$ cat src/rtl/point_sequencer.sv
// Point/serve sequencer for a two-player paddle game: serve countdown, rally
// speed-up, scoring with saturation and match-over detection.
module point_sequencer #(
    parameter int MaxScore   = 10,
    parameter int ServeDelay = 60
) (
    input  logic       Clk,
    input  logic       Reset,
    input  logic       valid,
    input  logic [2:0] Mode,
    input  logic       frame_tick,
    input  logic       miss_left,
    input  logic       miss_right,
    input  logic       paddle_hit,
    output logic [8:0] score_1,
    output logic [8:0] score_2,
    output logic       ball_hold,
    output logic       ball_launch,
    output logic       serve_dir,
    output logic [2:0] ball_speed
);

    typedef enum logic [2:0] {
        IDLE,
        SERVE_WAIT,
        RALLY,
        POINT,
        MATCH_OVER
    } state_t;

    localparam logic [8:0] ScoreMax  = 9'(MaxScore);
    localparam logic [7:0] DelayLoad = 8'(ServeDelay);

    state_t     state, state_d;
    logic [7:0] countdown, countdown_d;
    logic [1:0] hit_count, hit_count_d;
    logic [2:0] base_speed, base_speed_d;
    logic [8:0] score_1_d, score_2_d;
    logic       serve_dir_d;
    logic [2:0] ball_speed_d;
    logic       ball_hold_d;
    logic       ball_launch_d;

    function automatic logic [2:0] mode_speed(input logic [2:0] m);
        case (m)
            3'b001:  return 3'd2;
            3'b010:  return 3'd3;
            3'b011:  return 3'd4;
            3'b100:  return 3'd3;
            default: return 3'd1;
        endcase
    endfunction

    function automatic logic [8:0] score_inc(input logic [8:0] s);
        return (s >= ScoreMax) ? ScoreMax : s + 9'd1;
    endfunction

    always_comb begin
        // NOTE: every next-value is defaulted to the current register first so
        // no path through the case leaves a signal unassigned (no latches).
        state_d      = state;
        countdown_d  = countdown;
        hit_count_d  = hit_count;
        base_speed_d = base_speed;
        score_1_d    = score_1;
        score_2_d    = score_2;
        serve_dir_d  = serve_dir;
        ball_speed_d = ball_speed;

        if (state != IDLE && !valid) begin
            state_d = IDLE;
        end else begin
            case (state)
                IDLE: begin
                    if (valid) begin
                        state_d      = SERVE_WAIT;
                        score_1_d    = '0;
                        score_2_d    = '0;
                        countdown_d  = DelayLoad;
                        base_speed_d = mode_speed(Mode);
                        ball_speed_d = mode_speed(Mode);
                        hit_count_d  = '0;
                        serve_dir_d  = 1'b1;
                    end
                end
                SERVE_WAIT: begin
                    if (frame_tick) begin
                        if (countdown <= 8'd1) begin
                            state_d     = RALLY;
                            countdown_d = '0;
                        end else begin
                            countdown_d = countdown - 8'd1;
                        end
                    end
                end
                RALLY: begin
                    // A miss ends the rally and swallows any same-cycle paddle hit.
                    if (miss_left || miss_right) begin
                        state_d = POINT;
                        if (miss_left && !miss_right) begin
                            score_2_d   = score_inc(score_2);
                            serve_dir_d = 1'b0;
                        end else if (miss_right && !miss_left) begin
                            score_1_d   = score_inc(score_1);
                            serve_dir_d = 1'b1;
                        end
                    end else if (paddle_hit) begin
                        hit_count_d = hit_count + 2'd1;
                        if (hit_count == 2'd3 && ball_speed != 3'd7)
                            ball_speed_d = ball_speed + 3'd1;
                    end
                end
                POINT: begin
                    if (score_1 == ScoreMax || score_2 == ScoreMax) begin
                        state_d = MATCH_OVER;
                    end else begin
                        state_d      = SERVE_WAIT;
                        countdown_d  = DelayLoad;
                        ball_speed_d = base_speed;
                        hit_count_d  = '0;
                    end
                end
                MATCH_OVER: ;
                default: state_d = IDLE;
            endcase
        end

        ball_hold_d   = (state_d != RALLY);
        ball_launch_d = (state == SERVE_WAIT) && (state_d == RALLY);
    end

    // NOTE: sequential state uses non-blocking assignments so all registers
    // update together from the values computed above.
    always_ff @(posedge Clk or negedge Reset) begin
        if (!Reset) begin
            state       <= IDLE;
            countdown   <= '0;
            hit_count   <= '0;
            base_speed  <= '0;
            score_1     <= '0;
            score_2     <= '0;
            serve_dir   <= 1'b1;
            ball_speed  <= '0;
            ball_hold   <= 1'b1;
            ball_launch <= 1'b0;
        end else begin
            state       <= state_d;
            countdown   <= countdown_d;
            hit_count   <= hit_count_d;
            base_speed  <= base_speed_d;
            score_1     <= score_1_d;
            score_2     <= score_2_d;
            serve_dir   <= serve_dir_d;
            ball_speed  <= ball_speed_d;
            ball_hold   <= ball_hold_d;
            ball_launch <= ball_launch_d;
        end
    end

endmodule

$ cat config.mk
export PLATFORM = sky130hd
export DESIGN_NAME = point_sequencer
export DESIGN_NICKNAME = d
export VERILOG_FILES = /design/src/rtl/point_sequencer.sv
export SDC_FILE = /design/constraint.sdc
export NUM_CORES = 1
export LEC_CHECK = 0
export ABC_CLOCK_PERIOD_IN_PS = 2000
export CAP_MARGIN = 20
export CORE_MARGIN = 2
export CORE_UTILIZATION = 49
export CTS_CLUSTER_DIAMETER = 40
export DETAILED_ROUTE_END_ITERATION = 16
export PLACE_DENSITY = 0.86
export SKIP_LAST_GASP = 1
export SLEW_MARGIN = 10
export SYNTH_ARGS = -nofsm -noshare
export SYNTH_HDL_FRONTEND = slang
export SYNTH_SLANG_ARGS = --single-unit
$ cat constraint.sdc
create_clock -name Clk -period 2 [get_ports Clk]
set_input_delay 0.6 -clock Clk [delete_from_list [all_inputs] [get_ports Clk]]
set_output_delay 0.6 -clock Clk [all_outputs]
set_load 0.01 [all_outputs]
==> metrics.yaml, run 1 <==
cts:
  cts_inserted_buffers: 5
  cts_max_path_buffers: 2
  cts.sinks: 40
  h-tree-depth: 2
  tritoncts: "done"
  cts_root_buffer: "clkbuf_8"
  clk_pin_slew_ns: 0.08
  clkLatencyLatePin_ns: 0.30
sta:
  fin_setup_tns_ns: -0.702
  final-max-slew-violation-count: 0
  layout_setup_ws_ns: -0.113
  tightestPinTransition_ns: 0.459
  rsz0062_at_grt: "yes"
  timing.hold.ws_ns: 0.244
  report.final.hold_viol_count: 0
  final.min_clock_period_ns: 2.11
  fmax_mhz: 473
  period_share_pct: 106
  report.final.setup_viol: 12
  finalClockSkew_ns: 0.00841
  slew_headroom_pct: 69.4
setup_path:
  end_kind: "register"
  slowest_delay_ns: 0.53
  setup.worst_path.start: "score_1[8]"
  crit_path_start_kind: "register"
  regToRegStartpoint: "score_1[8]"
  crit_slowest_cell: "or4_4"
  path_cells: "or4_4 -> or4_4 -> a21oi_4 -> buf_6 -> or2_4 -> buf_6 -> o22ai_1"
  crit_arrival_ns: 2.29
  path_class: "reg2reg"
  path_max_fanout: 7
  worstPathRequired_ns: 2.18
cells_and_area:
  layout.nets: 342
  final_cells: 373
  final_common_cell: "buf_4"
  num-fill-cells: 329
  drive_gt1_share_pct: 23.1
  fin_util_pct: 71.1
  antenna_cells: 0
  fin_area_um2: 3160
  syn2layout_area_growth_pct: 36.7
  mostFrequentLayoutCells: "buf_4 (40), dfrtp_1 (38), nor2_1 (28), clkdlybuf4s50_1 (27)"
placed_design:
  dp_cells: 361
  place_congestion: 0.837
  dpl.hpwl_um: 4120
  io_buffers: 33
  post_dp_cell_area_um2: 3000
detailed_routing:
  totalWireLength_um: 5610
  vias: 2134
  drcViolationCount: 0
  dr.first_iter.drc_count: 214
  wire_per_inst_um: 15.0
  avgViaCountPerCell: 5.72
  ant_nets: 0
  drtPass1Iterations: 4
power:
  vdd_drop_max_mv: 0.531
  p_per_area_nw_per_um2: 854
  leakage_nw: 1.53
die:
  die-height_um: 72.7
  fp.coreArea_um2: 4440
  dieArea_um2: 5280
  io_pins: 34
  start_util_pct: 52.0
  num_rows: 24
  die_width_um: 72.7
global_routing:
  grt_pass1_vias: 2096
  grt_util_all_layers_pct: 23.6
  grt_max_degree: 23
  grt_first_pass_wirelength_um: 9740
  gr-total-overflow: 0
  grt_antenna_before_repair: 0
synthesis:
  yosys-top-cells-area: "dfrtp_1 (41%), ha_1 (6.5%), nor2_1 (4.6%), o21ai_0 (3.5%), nor2b_1 (2.7%)"
  ys.warnings.count: 0
  postSynthCellCount: 242
  synth_area_um2: 2310
  synth.avg_cell_area_um2: 9.54
  synth_top_cell_by_area: "dfrtp_1"
  ys_seq_area_share_pct: 43.4
  synth_ff_type: "dfrtp_1"
  synth_edf_count: 0
  synth.distinct_cells: 52
  async_flop_share_pct: 100
  yosysTopAreaCellShare_pct: 41.2
  synthesis.nets: 264
  synth_seq_cells: 40
worst_hold_path:
  hp-class: "in2async"
run_status:
  violations: "negative setup slack"
  status: "finished with violations"
flow_run:
  maxCapViolations: 0
==> synthesized netlist by cell type (all sizes together), types with 2 or more instances <==
library cell  count
a31oi             5
ha               12
a21oi            12
xor2              2
nor4              2
o41ai             2
or3b              2
nand2b            6
o31ai             6
mux2              5
inv              13
o21a              3
o21ai            16
clkbuf            5
a41oi             3
dfstp             2
a21o              4
dfrtp            38
or4               2
and3              2
nor2             28
o22ai             2
a211o             3
nor3              7
and2              4
nor2b            10
nor3b             3
nand2            14
nand3             5
o31a              2
mux2i             5
or2               2
==> report_power, final <==
part | internal, mW | total, mW | switching (mW)
logic | 0.536 | 1.02 | 0.487
registers | 0.943 | 1.11 | 0.162
clock network | 0.276 | 0.571 | 0.295
total | 1.75 | 2.70 | 0.944
==> cell families (layout without fill, tap and decap cells) <==
kind of cell / count (synthesis) / count (layout) / share of synthesized area [%]
XOR/XNOR: 2 / 2 / 0.759
adder cells (fa/ha/maj): 12 / 12 / 6.50
flip-flops: 40 / 40 / 43.4
buffers and inverters: 19 / 98 / 3.25
AO/OA/AOI/OAI: 64 / 64 / 18.9
multiplexers: 10 / 10 / 4.93
AND/OR/NAND/NOR: 95 / 95 / 22.2
==> metrics by stage <==
stage / setup slack (ns) / power, mW
3_5_place_dp: -0.425 / 2.08
5_1_grt: -0.179 / 2.88
6_report: -0.113 / 2.70
3_3_place_gp: -0.379 / 2.04
2_1_floorplan: -0.200 / 1.69
4_1_cts: -0.192 / 2.69
==> routing by layer <==
metal  global-route usage (%)  part of all wire (%)
met1                     33.2                    46
met2                     36.9                    47
met5                        0                     0
met4                     7.82                   1.9
met3                     4.42                   4.8
==> cell type report <==
cell class / count / area, µm² / area share, %
inverters: 13 / 48.8 / 1.55
flip-flops and latches: 40 / 1000 / 31.8
multi-input cells: 183 / 1260 / 40.0
clock inverters: 2 / 10.0 / 0.317
repair buffers: 77 / 684 / 21.7
well taps: 52 / 65.1 / 2.06
clock buffers: 6 / 82.6 / 2.61
==> path summary, 6_finish.rpt <==
check	slack, ns	cells after the start	end
max in group asynchronous	1.22	2	ball_hold
min reg2reg	0.53	2	base_speed[2]
max reg2reg	-0.11	7	countdown[2]
min in group Clk	0.53	2	base_speed[2]
max	-0.11	7	countdown[2]
min	0.24	1	countdown[2]
==> critical path, delay by kind of cell (launching register included) <==
| family | cells | cell delay (ns) |
|---|---|---|
| buffers and inverters | 2 | 0.23 |
| DFF | 1 | 0.38 |
| and+or+nand+nor | 3 | 1.14 |
| AOI/OAI and AO/OA | 2 | 0.24 |
==> state kept, by name (all words and copies together) (netlist names) <==
register / flops
state: 3
serve_dir: 1
hit_count: 2
score_2: 9
ball_speed: 3
score_1: 9
ball_hold: 1
countdown: 8
ball_launch: 1
base_speed: 3
==> timing repair <==
item | 4_1_cts | 5_1_grt
hold buffers | 0 | 0
buffers inserted | 5 | 0
endpoints found under the setup margin | 23 | 23
resized for setup | 13 | 3
pin swaps | 8 | 8
Note: power is estimated with default switching activity, not from simulation.
==> inputs of run 2 (changes only) <==
--- a/config.mk
+++ b/config.mk
@@ -9,11 +9,11 @@
 export CAP_MARGIN = 20
 export CORE_MARGIN = 2
 export CORE_UTILIZATION = 49
-export CTS_CLUSTER_DIAMETER = 40
+export CTS_CLUSTER_DIAMETER = 120
 export DETAILED_ROUTE_END_ITERATION = 16
 export PLACE_DENSITY = 0.86
+export SETUP_SLACK_MARGIN = 0.2
 export SKIP_LAST_GASP = 1
-export SLEW_MARGIN = 10
 export SYNTH_ARGS = -nofsm -noshare
 export SYNTH_HDL_FRONTEND = slang
 export SYNTH_SLANG_ARGS = --single-unit
==> run 2 against run 1 <==
Effect of this change:
- wire length fell by 2.1%
- largest power group unchanged
- cell area up 0.40%
- die area stayed put
- the flow still finishes with violations (negative setup slack)
==> metrics.yaml, run 2 (same netlist as run 1, synthesis figures left out) <==
run_status:
  status: "finished with violations"
  violations: "negative setup slack"
setup_path:
  crit_path_start_kind: "register"
  path_max_fanout: 3  # -4
  crit_slowest_cell: "or4_4"
  worstPathRequired_ns: 2.18  # about the same
  path_cells: "or4_4 -> or4_4 -> a21oi_4 -> or2_4 -> mux2_4"
  crit_arrival_ns: 2.29  # about the same
  end_kind: "register"
  slowest_delay_ns: 0.53  # about the same
  crit_top_cell: "or4_4"
  path_class: "reg2reg"
  regToRegStartpoint: "score_1[6]"
  setup.worst_path.start: "score_1[6]"
power:
  vdd_drop_max_mv: 0.562  # +5.7%
  internal-power_mw: 1.73  # -1.3%
  p_seq_share_pct: 41.6  # +0.6 points
  power.share.clock_pct: 20.8  # -0.4 points
  leakage_nw: 1.59  # +3.6%
  power.switching_mw: 0.939  # -0.54%
  comb_power_share_pct: 37.6  # -0.3 points
  p_per_area_nw_per_um2: 843  # -1.4%
  p_sw_share_pct: 35.1  # +0.16 points
  finalPower_mw: 2.67  # -1.0%
cells_and_area:
  final_common_cell: "buf_4"
  fin_area_um2: 3170  # +0.40%
  largestRegisters: "score_1 x9, score_2 x9, countdown x8"
  mostFrequentLayoutCells: "buf_4 (39), dfrtp_1 (35), nor2_1 (26), dlygate4sd2_1 (22), nand2_1 (12)"
  syn2layout_area_growth_pct: 37.3
  num-fill-cells: 323  # -1.8%
  layout.nets: 339  # -0.88%
  antenna_cells: 0  # unchanged
  drive_gt1_share_pct: 28.3  # +5.2 points
  final_cells: 370  # -0.80%
  fin_util_pct: 71.3  # +0.28 points
placed_design:
  dpl.hpwl_um: 3980  # -3.3%
  dp_cells: 357  # -1.1%
  place_ws_ns: -0.455  # -0.0303 ns
  io_buffers: 33  # unchanged
  post_dp_cell_area_um2: 2980  # -0.63%
  place_congestion: 0.819  # -2.1%
cts:
  tritoncts: "done"
  cts_inserted_buffers: 5  # unchanged
  cts_root_buffer: "clkbuf_8"
  clkLatencyLatePin_ns: 0.29  # about the same
  h-tree-depth: 2  # unchanged
  holdBufCountCts: 0  # unchanged
  cts_max_path_buffers: 2  # unchanged
  cts.sinks: 40  # unchanged
  clk_pin_slew_ns: 0.08  # about the same
global_routing:
  grt_first_pass_wirelength_um: 9300  # -4.5%
  grt_pass1_vias: 2026  # -3.3%
  grt_max_degree: 24  # +4.3%
  grt_antenna_before_repair: 0  # unchanged
  grt_util_all_layers_pct: 22.5  # -1.2 points
  gr-total-overflow: 0  # unchanged
sta:
  fmax_mhz: 475  # +0.33%
  report.final.setup_viol: 14  # +2
  report.final.hold_viol_count: 0  # unchanged
  finalClockSkew_ns: 0.00734  # -0.00107 ns
  rsz0062_at_grt: "yes"
  final.min_clock_period_ns: 2.11  # -0.00689 ns
  slew_headroom_pct: 69.6  # +0.17 points
  period_share_pct: 105  # -0.34 points
  final-max-slew-violation-count: 0  # unchanged
  tightestPinTransition_ns: 0.456  # -0.00254 ns
  layout_setup_ws_ns: -0.106  # +0.00689 ns
flow_run:
  maxCapViolations: 0  # unchanged
die:
  fp.coreArea_um2: 4440  # unchanged
  die-height_um: 72.7  # unchanged
  die_width_um: 72.7  # unchanged
  dieArea_um2: 5280  # unchanged
  start_util_pct: 52.0  # unchanged
  num_rows: 24  # unchanged
  io_pins: 34  # unchanged
detailed_routing:
  avgViaCountPerCell: 5.62  # -1.8%
  dr.first_iter.drc_count: 140  # -35%
  vias: 2079  # -2.6%
  wire_per_inst_um: 14.8  # -1.3%
  ant_nets: 0  # unchanged
  drcViolationCount: 0  # unchanged
  totalWireLength_um: 5490  # -2.1%
  drtPass1Iterations: 4  # unchanged
worst_hold_path:
  hp-class: "in2async"
## run 2: what timing repair did
item	CTS	global route
pin swaps	5	6
setup endpoints to repair	62	29
setup buffers	5	0
gates resized for setup	43	19
## run 2: area by class of cell
type | instances | area [µm²] | share of cell area, %
Timing Repair Buffer | 74 | 617 | 19.5
Tap cell | 52 | 65.1 | 2.05
Multi-Input combinational cell | 183 | 1340 | 42.3
Inverter | 13 | 48.8 | 1.54
Sequential cell | 40 | 1010 | 31.8
Clock buffer | 8 | 90.1 | 2.84
## run 2: path summary, 6_finish.rpt
path / to / slack, ns / cells past startpoint
max reg2reg: hit_count[0] / -0.11 / 5
min in group Clk: base_speed[2] / 0.52 / 2
min: countdown[3] / 0.24 / 1
min reg2reg: base_speed[2] / 0.52 / 2
max in group asynchronous: ball_hold / 1.22 / 2
max: hit_count[0] / -0.11 / 5
## run 2: metal layers
layer	part of all wire [%]	wire (µm)	GRT usage, %	vias to the layer above
li1	-	-	-	1025
met1	45	2450	28.9	1001
met2	51	2780	38.7	47
met3	3.7	203	3.73	6
met4	0.97	53	7.00	0
met5	0	0	0	-
## run 2: critical path: cells and delay by family, from the launching register on
kind            cells  cell delay (ns)
simple gates        3             1.15
flops               1             0.38
mux                 1             0.29
compound gates      1             0.19
## run 2: power by group through the flow
stage	logic [mW]	clock network (mW)	registers, mW
detailed placement	0.967	0	1.11
global placement	0.931	0	1.11
finish	1.00	0.556	1.11
floorplan	0.627	0	1.07
CTS	0.975	0.569	1.10
global route	1.11	0.598	1.14
## run 2: per-stage QoR
stage | TNS (ns) | hold WS [ns]
floorplan | -0.860 | 0.304
global placement | -9.02 | 0.484
detailed placement | -11.08 | 0.505
CTS | -0.708 | 0.247
global route | -1.57 | 0.269
finish | -0.721 | 0.242
==> inputs of run 3 (changes only) <==
--- a/config.mk
+++ b/config.mk
@@ -5,6 +5,7 @@
 export SDC_FILE = /design/constraint.sdc
 export NUM_CORES = 1
 export LEC_CHECK = 0
+export ABC_AREA = 1
 export ABC_CLOCK_PERIOD_IN_PS = 2000
 export CAP_MARGIN = 20
 export CORE_MARGIN = 2
==> run 3 against run 2 <==
Effect of this change:
- the run now ends clean
- synthesized area increased by 5.9%
- global-route usage fell by 0.60 points
- flip-flop and latch count did not move
- worst hold slack gained 0.010 ns
- non-clock buffer count decreased by 21
- cell area decreased by 0.91%
- wire length fell by 0.75%
- critical path depth up 5
- die area rose by 5.6%
- utilization decreased by 5.3 points
- via count increased by 14%
- combinational power is 20% higher
- highest routed layer unchanged
==> metrics.yaml, run 3 <==
cts:
  h-tree-depth: 2  # unchanged
  cts.sinks: 40  # unchanged
  cts_root_buffer: "clkbuf_8"
  tritoncts: "done"
  cts_inserted_buffers: 5  # unchanged
  cts_max_path_buffers: 2  # unchanged
  holdBufCountCts: 0  # unchanged
  clk_pin_slew_ns: 0.08  # about the same
  clkLatencyLatePin_ns: 0.30  # about the same
sta:
  final.min_clock_period_ns: 1.74  # -0.367 ns
  period_share_pct: 87.0  # -18 points
  final-max-slew-violation-count: 0  # unchanged
  rsz0062_at_grt: "no"
  report.final.hold_viol_count: 0  # unchanged
  tightestPinTransition_ns: 0.489  # +0.0334 ns
  finalClockSkew_ns: 0.00959  # +0.00226 ns
  fmax_mhz: 575  # +21%
  fin_setup_tns_ns: 0  # +0.721 ns
  slew_headroom_pct: 67.4  # -2.2 points
  report.final.setup_viol: 0  # -14
setup_path:
  cp_top_family: "simple AND/OR/NAND/NOR gates"
  path_max_fanout: 6  # +3
  crit_top_cell: "nand2_1"
  crit_slowest_cell: "dfrtp_1"
  slowest_delay_ns: 0.40  # -0.13 ns
  worstPathRequired_ns: 2.18  # about the same
  end_kind: "register"
  crit_path_start_kind: "register"
  r2r_slack_ns: 0.26  # +0.37 ns
  crit_arrival_ns: 1.92  # -0.37 ns
  worst-path-buf-inv: 3  # +3
  path_class: "reg2reg"
  path_cells: "inv_1 -> ha_2 -> inv_2 -> nand2_1 -> nand2_1 -> nor2_2 -> inv_2 -> nand2_1 -> nand3_1 -> nor3_1"
global_routing:
  grt_antenna_before_repair: 0  # unchanged
  grt_max_degree: 23  # -4.2%
  gr-total-overflow: 0  # unchanged
  grt_pass1_vias: 2202  # +8.7%
  grtUsageMet3_pct: 4.42  # +0.69 points
  grt_util_all_layers_pct: 21.9  # -0.60 points
  grt_first_pass_wirelength_um: 9490  # +2.0%
  use_met2_pct: 39.0  # +0.35 points
  grtUsageMet1_pct: 26.4  # -2.5 points
  grt_most_used_layer: "met2"
die:
  die-height_um: 74.7  # +2.8%
  io_pins: 34  # unchanged
  die_width_um: 74.7  # +2.8%
  num_rows: 25  # +4.2%
  fp.coreArea_um2: 4750  # +7.0%
  dieArea_um2: 5570  # +5.6%
  start_util_pct: 51.4  # -0.52 points
synthesis:
  synth.avg_cell_area_um2: 7.05  # -26%
  ys.warnings.count: 0  # unchanged
  synth_edf_count: 0  # unchanged
  yosysTopAreaCellShare_pct: 38.9  # -2.3 points
  synth_top_cell_by_area: "dfrtp_1"
  synth_area_um2: 2450  # +5.9%
  synth_common_cells: "nand2_1 (108), nor2_1 (50), inv_1 (45), dfrtp_1 (38), nand3_1 (31)"
  yosys-top-cells-area: "dfrtp_1 (39%), nand2_1 (17%), nor2_1 (7.7%), inv_1 (6.9%), nand3_1 (6.3%)"
  synth_seq_cells: 40  # unchanged
  synth_ff_type: "dfrtp_1"
  async_flop_share_pct: 100  # unchanged
  ys_seq_area_share_pct: 41.0  # -2.4 points
  synthesis.nets: 369  # +40%
  synth.distinct_cells: 25  # -52%
  postSynthCellCount: 347  # +43%
  yosys.cell_count.top_type: "nand2_1"
placed_design:
  post_dp_cell_area_um2: 2960  # -0.63%
  io_buffers: 33  # unchanged
  place_congestion: 0.911  # +11%
  dpl.hpwl_um: 3890  # -2.3%
cells_and_area:
  syn2layout_area_growth_pct: 28.4
  fin_area_um2: 3140  # -0.91%
  mostFrequentLayoutCells: "nand2_1 (105), nor2_1 (48), inv_1 (42), dfrtp_1 (32), nand3_1 (31)"
  layout.nets: 428  # +26%
  antenna_cells: 0  # unchanged
  num-fill-cells: 429  # +33%
  drive_gt1_share_pct: 17.7  # -11 points
  final_common_cell: "nand2_1"
  largestRegisters: "score_1 x9, score_2 x9, countdown x8"
detailed_routing:
  vias: 2366  # +14%
  drcViolationCount: 0  # unchanged
  dr.first_iter.drc_count: 84  # -40%
  totalWireLength_um: 5450  # -0.75%
  drtPass1Iterations: 4  # unchanged
  ant_nets: 0  # unchanged
  wire_per_inst_um: 11.5  # -23%
  avgViaCountPerCell: 4.99  # -11%
run_status:
  status: "completed"
power:
  comb_power_share_pct: 40.0  # +2.4 points
  power.share.clock_pct: 21.8  # +1.0 points
  p_seq_share_pct: 38.1  # -3.5 points
  p_per_area_nw_per_um2: 951  # +13%
  power.switching_mw: 1.18  # +26%
  p_sw_share_pct: 39.7  # +4.5 points
  internal-power_mw: 1.80  # +4.0%
  leakage_nw: 1.84  # +16%
  vdd_drop_max_mv: 0.507  # -9.7%
flow_run:
  maxCapViolations: 0  # unchanged
worst_hold_path:
  hp-class: "in2async"
-- run 3: power by group through the flow --
stage,combinational (mW),clock (mW),sequential (mW)
after global routing,1.36,0.695,1.16
after detailed placement,1.17,0,1.15
after global placement,1.13,0,1.15
after CTS,1.17,0.666,1.14
final,1.20,0.651,1.14
after floorplan,0.803,0,1.14
-- run 3: path summary, 6_finish.rpt --
check / startpoint / to / cells past startpoint
worst min-delay path: Reset / score_2[5] / 1
max in group asynchronous: Reset / serve_dir / 2
worst max register to register: countdown[0] / ball_launch / 10
min in group Clk: base_speed[2] / base_speed[2] / 2
worst max-delay path: countdown[0] / ball_launch / 10
worst min register to register: base_speed[2] / base_speed[2] / 2
-- run 3: area by class of cell --
type	count	area, µm²	share of cell area [%]
clock buffers	6	72.6	2.31
clock inverters	2	35.0	1.12
inverters	55	206	6.57
multi-input cells	251	1250	39.9
flip-flops and latches	40	1010	32.2
well taps	67	83.8	2.67
repair buffers	53	479	15.3
-- run 3: what timing repair did --
action                     4_1_cts  5_1_grt
pin swaps                        4        1
setup buffers                    7        0
setup endpoints to repair       42       25
gates resized for setup         31       13
-- run 3: cells by family after synthesis --
logic type	Yosys count	share of synthesized area (%)
buffers and inverters	56	8.75
adder cells (fa/ha/maj)	12	6.14
AND/OR/NAND/NOR	213	37.8
XOR/XNOR	5	1.79
flip-flops	40	41.0
AO/OA/AOI/OAI	21	4.50
-- run 3: layer usage --
metal | wire length [µm] | vias up
met2 | 2860 | 68
met5 | 0 | -
met1 | 2240 | 1092
li1 | - | 1196
met4 | 97 | 0
met3 | 260 | 10
-- run 3: metrics by stage --
step	total power, mW	setup slack [ns]	util, %	hold slack [ns]	cells
finish	2.99	0.260	66.1	0.253	474
global route	3.22	0.201	66.1	0.283	474
CTS	2.98	0.213	65.3	0.279	474
detailed placement	2.32	-0.210	62.2	0.472	459
global placement	2.27	-0.157	62.2	0.464	459
floorplan	1.94	0.401	-	0.304	347
-- run 3: worst register-to-register path, cell delays in order (launching register included) --
cell and delay [ns]:
dfrtp_1 0.40, inv_1 0.12, ha_2 0.25, inv_2 0.04
nand2_1 0.06, nand2_1 0.06, nor2_2 0.19, inv_2 0.11
nand2_1 0.09, nand3_1 0.10, nor3_1 0.22
==> patch: new RTL, flow settings as in run 1 <==
The parameter `MaxScore` goes from 10 to 8.
--- a/src/rtl/point_sequencer.sv
+++ b/src/rtl/point_sequencer.sv
@@ -1,7 +1,7 @@
 // Point/serve sequencer for a two-player paddle game: serve countdown, rally
 // speed-up, scoring with saturation and match-over detection.
 module point_sequencer #(
-    parameter int MaxScore   = 10,
+    parameter int MaxScore   = 8,
     parameter int ServeDelay = 60
 ) (
     input  logic       Clk,
Function: same outputs for any inputs over 10 cycles, from zero or initial values and one cycle with Reset low; that may be too few to reach the edited logic, so the function may still have changed.
==> patch against run 1 <==
Area after synthesis rose by 1.5%. Clock skew is 2.6 ps lower. Worst setup slack gained 130 ps. Sequential cell count unchanged. Worst hold slack gained 14 ps. Total power shrank 3.2%. First-iteration DRC count shrank 45%. Wire length decreased by 3.5%. Register-to-register slack improved by 200 ps. Final cell count decreased by 2.1%. Critical endpoint is now score_1[2]. Largest cell class unchanged. Cell area down 3.8%. Sequential share of layout area increased by 1.3 points.
==> patch: results (changes against run 1) <==
pre-CTS setup slack -578 ps (was -425 ps); crit path DAT 1380 ps (was 2290 ps); outcome complete, no violations (was finished with violations); Layout Cells excl Fill 365 (was 373); routability cong. 0.967 (was 0.837); first-pass GRT wire length 9230 µm (was 9740 µm); Top Family by Delay on Critical Path buffers and inverters (was simple AND/OR/NAND/NOR gates); gr usage total 21.9% (was 23.6%); area post-placement 2910 µm² (was 3000 µm²); fill cell count 368 (was 329); crit path max-delay cell type clkdlybuf4s50_1 (was or4_4); Multi-input comb cells 188 (was 183); Netlist cell types 51 (was 52); bufs w/o clock 61 (was 77); Routed WL per cell 14.8 µm (was 15.0 µm); Rel. slew slack 67.1% (was 69.4%); maximum VDD drop 464 µV (was 531 µV); setup repair bufs after CTS 0 (was 5); clock network area share 3.05% (was 2.93%); Non-CTS inverters 14 (was 13); Seq/Total Area, Yosys 42.8% (was 43.4%); grt met3 use 5.25% (was 4.42%); Met2 Wirelength 2750 µm (was 2630 µm); post-CTS sizing 9 (was 13); post-placement cell count 357 (was 361); P_leak 0.00135 µW (was 0.00153 µW)
-- patch: path summary, 6_finish.rpt --
| path | slack [ps] | cells past startpoint | start | endpoint |
|---|---|---|---|---|
| max | 20 | 2 | score_1[2] | score_1[2] |
| min reg2reg | 490 | 2 | base_speed[2] | base_speed[2] |
| min | 260 | 1 | Reset | score_2[5] |
| max reg2reg | 90 | 6 | score_2[1] | ball_speed[0] |
| min in group Clk | 490 | 2 | base_speed[2] | base_speed[2] |
| max in group asynchronous | 1260 | 2 | Reset | countdown[5] |
-- patch: cells by family (layout without fill, tap and decap cells) --
logic type	Yosys count	after routing	share of synthesized area [%]
xor+xnor	1	1	0.374
fa+ha+maj	12	12	6.41
mux	8	8	4.16
flops	40	40	42.8
simple gates	108	108	24.6
compound gates	59	59	17.4
buf+inv	21	83	4.32
-- patch: power breakdown --
part | internal (µW) | switching [µW] | leakage, µW
logic | 504 | 501 | 0.000775
clock network | 275 | 285 | 0.0000510
registers | 930 | 116 | 0.000519
total | 1710 | 901 | 0.00135
